===== src/rtl/riscv_pkg.sv =====
// Shared core constants and PC-unit types.
package riscv_pkg;

    localparam int          XLEN                 = 32;
    localparam logic [31:0] RESET_VECTOR_DEFAULT = 32'h8000_0000;

    typedef enum logic [1:0] {PC_BOOT, PC_RUN, PC_HALT} pc_state_e;

    localparam int PC_STEP_32 = 4;
    localparam int PC_STEP_16 = 2;

endpackage


===== src/rtl/pc_if.sv =====
// Fetch handshake between the PC unit (master) and instruction memory (slave).
interface pc_if #(
    parameter int XLEN = 32
) ();

    logic [XLEN-1:0] pc;
    logic            pc_valid;
    logic            pc_ready;
    logic            compressed;

    modport master (output pc, pc_valid, input pc_ready, compressed);
    modport slave  (input pc, pc_valid, output pc_ready, compressed);

endinterface


===== src/rtl/pc_next_sel.sv =====
// Combinational priority mux for the next PC: trap > redirect > halt > fire > hold.
module pc_next_sel #(
    parameter int XLEN  = 32,
    parameter bit C_EXT = 1'b0
) (
    input  logic            run_i,
    input  logic            halted_i,
    input  logic [XLEN-1:0] pc_i,
    input  logic            trap_valid_i,
    input  logic [XLEN-1:0] trap_vec_i,
    input  logic            redirect_valid_i,
    input  logic [XLEN-1:0] redirect_pc_i,
    input  logic            halt_i,
    input  logic            pc_ready_i,
    input  logic            compressed_i,
    output logic [XLEN-1:0] pc_next_o,
    output logic            misaligned_o,
    output logic            cnt_en_o
);
    import riscv_pkg::*;

    logic [XLEN-1:0] trap_tgt;
    logic [XLEN-1:0] redir_tgt;
    logic [XLEN-1:0] step;

    assign trap_tgt  = trap_vec_i & ~XLEN'(3);
    assign redir_tgt = redirect_pc_i & ~XLEN'(1);
    assign step      = (C_EXT && compressed_i) ? XLEN'(PC_STEP_16) : XLEN'(PC_STEP_32);

    // Pick the next PC; only an un-overridden fire in RUN advances and counts.
    always_comb begin
        pc_next_o    = pc_i;
        misaligned_o = 1'b0;
        cnt_en_o     = 1'b0;
        if ((run_i || halted_i) && trap_valid_i) begin
            pc_next_o = trap_tgt;
        end else if (run_i && redirect_valid_i) begin
            // Without compressed support a halfword-aligned target cannot be fetched.
            if (!C_EXT && redir_tgt[1]) begin
                misaligned_o = 1'b1;
            end else begin
                pc_next_o = redir_tgt;
            end
        end else if (run_i && halt_i) begin
            pc_next_o = pc_i;
        end else if (run_i && pc_ready_i) begin
            pc_next_o = pc_i + step;
            cnt_en_o  = 1'b1;
        end
    end

endmodule


===== src/rtl/pc_unit.sv =====
// Program-counter unit: fetch address FSM, reset vector, trap/redirect/halt handling
// and accepted-fetch counter.
//
// state | meaning
// BOOT  | out of reset, PC holds reset vector, no fetch request yet
// RUN   | pc_valid asserted, PC advances on each accepted fetch
// HALT  | WFI, no fetch request; trap or wake returns to RUN
module pc_unit #(
    parameter int              XLEN         = riscv_pkg::XLEN,
    parameter logic [XLEN-1:0] RESET_VECTOR = riscv_pkg::RESET_VECTOR_DEFAULT,
    parameter bit              C_EXT        = 1'b0,
    parameter int              CNT_W        = 64
) (
    input  logic             clk_i,
    input  logic             rst_ni,
    pc_if.master             imem,
    input  logic             redirect_valid_i,
    input  logic [XLEN-1:0]  redirect_pc_i,
    input  logic             trap_valid_i,
    input  logic [XLEN-1:0]  trap_vec_i,
    input  logic             halt_i,
    input  logic             wake_i,
    output logic             misaligned_o,
    output logic [XLEN-1:0]  misaligned_addr_o,
    output logic [CNT_W-1:0] fetch_count_o
);
    import riscv_pkg::*;

    localparam logic [1:0] S_BOOT = PC_BOOT;
    localparam logic [1:0] S_RUN  = PC_RUN;
    localparam logic [1:0] S_HALT = PC_HALT;

    logic [1:0]      state_q, state_d;
    logic [XLEN-1:0] pc_q, pc_d;
    logic            mis_d;
    logic            cnt_en;
    logic            run, halted;

    assign run    = (state_q == S_RUN);
    assign halted = (state_q == S_HALT);

    pc_next_sel #(
        .XLEN  (XLEN),
        .C_EXT (C_EXT)
    ) u_sel (
        .run_i            (run),
        .halted_i         (halted),
        .pc_i             (pc_q),
        .trap_valid_i     (trap_valid_i),
        .trap_vec_i       (trap_vec_i),
        .redirect_valid_i (redirect_valid_i),
        .redirect_pc_i    (redirect_pc_i),
        .halt_i           (halt_i),
        .pc_ready_i       (imem.pc_ready),
        .compressed_i     (imem.compressed),
        .pc_next_o        (pc_d),
        .misaligned_o     (mis_d),
        .cnt_en_o         (cnt_en)
    );

    // Next-state logic; trap and redirect both outrank halt in RUN.
    always_comb begin
        state_d = state_q;
        case (state_q)
            S_BOOT: state_d = S_RUN;
            S_RUN:  if (!trap_valid_i && !redirect_valid_i && halt_i) state_d = S_HALT;
            S_HALT: if (trap_valid_i || wake_i) state_d = S_RUN;
            default: state_d = S_BOOT;
        endcase
    end

    // State, PC, misalignment report and fetch counter registers.
    always_ff @(posedge clk_i or negedge rst_ni) begin
        if (!rst_ni) begin
            state_q           <= S_BOOT;
            pc_q              <= RESET_VECTOR;
            misaligned_o      <= 1'b0;
            misaligned_addr_o <= '0;
            fetch_count_o     <= '0;
        end else begin
            state_q      <= state_d;
            pc_q         <= pc_d;
            misaligned_o <= mis_d;
            if (mis_d) misaligned_addr_o <= redirect_pc_i;
            if (cnt_en) fetch_count_o <= fetch_count_o + CNT_W'(1);
        end
    end

    assign imem.pc       = pc_q;
    assign imem.pc_valid = run;

endmodule


===== src/flat_wrapper.sv =====
// flat-port wrapper written by rule: the top's interface ports become plain ports
module pc_unit_flat import riscv_pkg::*;
#(
    parameter int              XLEN         = riscv_pkg::XLEN,
    parameter logic [XLEN-1:0] RESET_VECTOR = riscv_pkg::RESET_VECTOR_DEFAULT,
    parameter bit              C_EXT        = 1'b0,
    parameter int              CNT_W        = 64
)
  (clk_i, rst_ni, redirect_valid_i, redirect_pc_i, trap_valid_i, trap_vec_i, halt_i, wake_i, misaligned_o, misaligned_addr_o, fetch_count_o, imem_pc, imem_pc_valid, imem_pc_ready, imem_compressed);
  pc_if #(.XLEN(XLEN)) imem_i ();
  input  logic clk_i;
  input  logic rst_ni;
  input  logic redirect_valid_i;
  input  logic [XLEN-1:0] redirect_pc_i;
  input  logic trap_valid_i;
  input  logic [XLEN-1:0] trap_vec_i;
  input  logic halt_i;
  input  logic wake_i;
  output logic misaligned_o;
  output logic [XLEN-1:0] misaligned_addr_o;
  output logic [CNT_W-1:0] fetch_count_o;
  output wire logic [$bits(imem_i.pc)-1:0] imem_pc;
  output wire logic [$bits(imem_i.pc_valid)-1:0] imem_pc_valid;
  input wire logic [$bits(imem_i.pc_ready)-1:0] imem_pc_ready;
  input wire logic [$bits(imem_i.compressed)-1:0] imem_compressed;
  assign imem_pc = imem_i.pc;
  assign imem_pc_valid = imem_i.pc_valid;
  assign imem_i.pc_ready = imem_pc_ready;
  assign imem_i.compressed = imem_compressed;
  pc_unit #(.XLEN(XLEN), .RESET_VECTOR(RESET_VECTOR), .C_EXT(C_EXT), .CNT_W(CNT_W)) u_core (.clk_i(clk_i), .rst_ni(rst_ni), .imem(imem_i), .redirect_valid_i(redirect_valid_i), .redirect_pc_i(redirect_pc_i), .trap_valid_i(trap_valid_i), .trap_vec_i(trap_vec_i), .halt_i(halt_i), .wake_i(wake_i), .misaligned_o(misaligned_o), .misaligned_addr_o(misaligned_addr_o), .fetch_count_o(fetch_count_o));
endmodule

===== config.mk =====
export PLATFORM = sky130hd
export DESIGN_NAME = pc_unit_flat
export DESIGN_NICKNAME = d
export VERILOG_FILES = /design/src/rtl/riscv_pkg.sv /design/src/rtl/pc_if.sv /design/src/rtl/pc_next_sel.sv /design/src/rtl/pc_unit.sv /design/src/flat_wrapper.sv
export SDC_FILE = /design/constraint.sdc
export NUM_CORES = 1
export LEC_CHECK = 0
export BUFFER_PORTS_ARGS = -buffer_cell sky130_fd_sc_hd__clkbuf_2
export CORE_ASPECT_RATIO = 0.7
export CORE_MARGIN = 4
export CORE_UTILIZATION = 50
export DETAILED_ROUTE_END_ITERATION = 12
export PLACE_DENSITY = 0.78
export SLEW_MARGIN = 30
export SYNTH_ARGS = -nofsm -noshare
export SYNTH_HDL_FRONTEND = slang
export SYNTH_SLANG_ARGS = --single-unit

===== constraint.sdc =====
create_clock -name clk_i -period 2.67 [get_ports clk_i]
set_clock_uncertainty 0.2 [all_clocks]
set_input_delay 0.267 -clock clk_i [delete_from_list [all_inputs] [get_ports clk_i]]
set_output_delay 0.267 -clock clk_i [all_outputs]
set_load 0.02 [all_outputs]

==> summary.txt <==
Die
  – Die area: 15400 sq um
  – Initial core utilization: 51.1%
  – # rows: 35
  – Ports: 202
  – Die height: 105 microns
  – Width of the chip: 147 microns
  – Core Box Area: 13100 sq um

Logic synthesis
  – Most frequent cell after synthesis: dfrtp_1
  – Seq/Total Area, Yosys: 48.1%
  – Post-synth EDFFs: 0
  – Yosys reg bits: 129
  – Post-synth top area share: 47.7%
  – Post-synthesis cell count: 644
  – Yosys Warn Count: 0
  – Asr flop ratio synth: 100%
  – Post-synth top flop: dfrtp_1
  – Yosys top cell by area: dfrtp_1
  – Synth top cells by count: dfrtp_1, nand2_1, xnor2_1, nand3_1, nor2_1
  – Post-Syn Area: 6710 sq um
  – Syn_area_per_cell: 10.4 sq um
  – Area contributors post-synth: dfrtp_1, xnor2_1, mux2_2
  – Cell variety after synth: 59

Drt
  – Total Routed Length: 20200 microns
  – Vias per cell: 5.69
  – DRC: 0
  – WL per Instance: 18.4 microns
  – Antenna violation net count after detailed routing: 0
  – Drt first pass iters: 5
  – Detailed Route Iter0 Violations: 554
  – Via count: 6224

Clocking
  – CTS tree: yes
  – Root buffer cell: clkbuf_16
  – Clock transition at the registers of the reported paths: 0.06 ns
  – Clk sink count: 129
  – CTS Buf Count: 17
  – Worst-Skew Late Latency: 0.41 ns
  – Clock Path Buffers: 2
  – H-Tree Depth: 4

Power and ir drop
  – Worst vdd ir: 0.534 mV
  – Pleak: 0.00448 uW
  – Combinational power share: 35.6%
  – Clock power share: 29.5%
  – Register share of total power: 34.9%
  – Overall Power: 8440 uW
  – Sw Ratio: 37.8%
  – P_sw: 3190 uW
  – Pwr Density: 908 nW/um^2
  – P_int: 5250 uW

GRT
  – GRT overflow: 0
  – GRT Total Usage: 25.9%
  – Initial antenna violation count: 0
  – Vias in the first global route: 6088
  – Largest net degree at the start of global routing: 77
  – First-pass GRT wire length: 32200 microns

STA
  – Slew Limit Headroom: 50.2%
  – Period utilization: 96.8%
  – Setup tns final: 0 ns
  – Final Worst Setup Slack: 0.0862 ns
  – Worst Max-Slew Pin Slew: 0.740 ns
  – Endpoints failing setup: 0
  – Fmax: 387 MHz
  – Final count of pins violating max slew: 0
  – Final min period: 2.58 ns
  – Final Hold Viols: 0

Setup path
  – CP max FO: 8
  – CP startpoint kind: flip-flop
  – Crit. End Element: flip-flop
  – Kind of critical path: flip-flop to flip-flop
  – Critical Path AT: 2.71 ns
  – Critical Path RT: 2.80 ns

Final layout
  – Number of nets in the layout: 993
  – Final cell count without fillers: 1094
  – Area Overhead vs Synth: 38.3%
  – Layout cells sized above 1: 34.4%
  – Design Area, Final: 9290 sq um
  – Filler instances: 976

Placed design
  – PortBufs: 196
  – Post-Place Cells: 1002
  – Post-Place Setup Slack: 0.0445 ns
  – Post-DP Area: 7990 sq um
  – Routability congestion estimate: 0.880
  – Post-DP HPWL: 13400 microns

Outcome
  – Status: complete, no violations

Worst hold path
  – Type of the worst min-delay path: primary input to flip-flop

Job
  – Max Cap Violations: 0
-- critical path, cell delays in order (launching register included) --
cell	delay (ns)
dfrtp_1	0.46
nand4_1	0.26
nor4_1	0.73
nand4_4	0.31
buf_4	0.24
nor4_4	0.14
xor2_1	0.16
-- area by class of cell --
type	instances	area, sq um	share of cell area [%]
multi-input combinational	474	3380	36.4
clock buffer	19	443	4.77
antenna	1	2.50	0.0269
tap	166	208	2.24
inverter	12	45.0	0.485
clock inverter	12	184	1.98
sequential	129	3230	34.8
timing repair buffer	281	1800	19.4
-- per-stage QoR --
step	hold WS, ns	util [%]
after floorplan	-0.229	-
after global placement	-0.0175	60.8
after global routing	0.0292	70.7
after CTS	0.00478	70.1
after detailed placement	-0.0165	60.8
final	0.0158	70.7
-- sequential cells by signal, summed over array words and instances, names as in the netlist --
name                      flops
u_core.fetch_count_o         64
u_core.misaligned_addr_o     32
u_core.imem.pc               30
u_core.state_q                2
u_core.misaligned_o           1
-- layer usage --
layer / track usage, % / vias up / part of all wire [%]
met1: 36.8 / 3043 / 45
met3: 4.33 / 40 / 6.0
met5: 0 / - / 0
met4: 9.73 / 0 / 2.2
met2: 40.0 / 273 / 47
li1: - / 2868 / -
-- worst paths after layout --
path / startpoint / endpoint / slack [ns] / cells after the start
worst max-delay path: u_core.fetch_count_o[3] / u_core.fetch_count_o[60] / 0.09 / 6
worst min-delay path: trap_vec_i[19] / u_core.imem.pc[19] / 0.02 / 3
worst max register to register: u_core.fetch_count_o[3] / u_core.fetch_count_o[60] / 0.09 / 6
worst min register to register: u_core.misaligned_addr_o[1] / u_core.misaligned_addr_o[1] / 0.27 / 1
max in group asynchronous: rst_ni / u_core.fetch_count_o[32] / 1.42 / 3
min in group asynchronous: rst_ni / u_core.misaligned_addr_o[25] / 0.11 / 2
-- layout by cell type (no fill, tap or decap), types with 2 or more instances in the layout --
master,Yosys,routed
clkinv_4,0,2
clkbuf_16,0,17
or3_1,7,7
bufinv_16,0,4
mux2_2,31,31
clkinvlp_4,0,5
dlygate4sd3_1,0,59
xor2_1,34,34
buf_12,0,2
and2_0,2,2
a22oi_1,2,2
nor3_1,11,10
a21o_1,2,2
a211oi_1,2,2
o31ai_1,2,2
nor3_2,7,8
nor4_1,4,3
conb_1,1,2
dfrtp_1,128,128
nor2_1,42,42
nand3_1,43,43
and4_1,8,8
o21ai_0,25,24
ha_1,6,5
a21oi_1,27,27
a31oi_1,8,8
xnor2_1,46,46
and2_1,5,5
nand4_2,4,3
nand4_4,2,4
nand2_1,63,63
nand4_1,26,26
a221o_1,12,12
a221oi_1,4,4
inv_1,12,11
buf_4,3,24
clkbuf_2,0,195
nor4_4,6,7
and3_1,17,17
-- cells by family (layout without fill, tap and decap cells) --
family	Yosys count	after routing	share of synthesized area, %
buffers and inverters	43	324	2.74
muxes	32	32	5.35
adders and majority gates	6	6	1.12
and+or+nand+nor	260	261	23.2
other	1	3	0.0559
xor gates and xnor gates	80	80	10.4
AOI/OAI and AO/OA	93	93	8.98
DFF	129	129	48.1
-- power by group through the flow --
stage | registers [uW] | clock network (uW) | logic [uW]
finish | 2950 | 2490 | 3000
floorplan | 3450 | 0 | 1330
global placement | 2930 | 0 | 2810
detailed placement | 2950 | 0 | 2860
CTS | 2920 | 2520 | 2950
global route | 3020 | 2610 | 3240
-- timing repair --
item	in CTS	in global routing
setup buffers	0	0
gates resized for setup	0	11
endpoints found under the setup margin	0	44
hold endpoints to repair	160	0
hold buffers	59	0
Power figures use the tool's default switching activity.
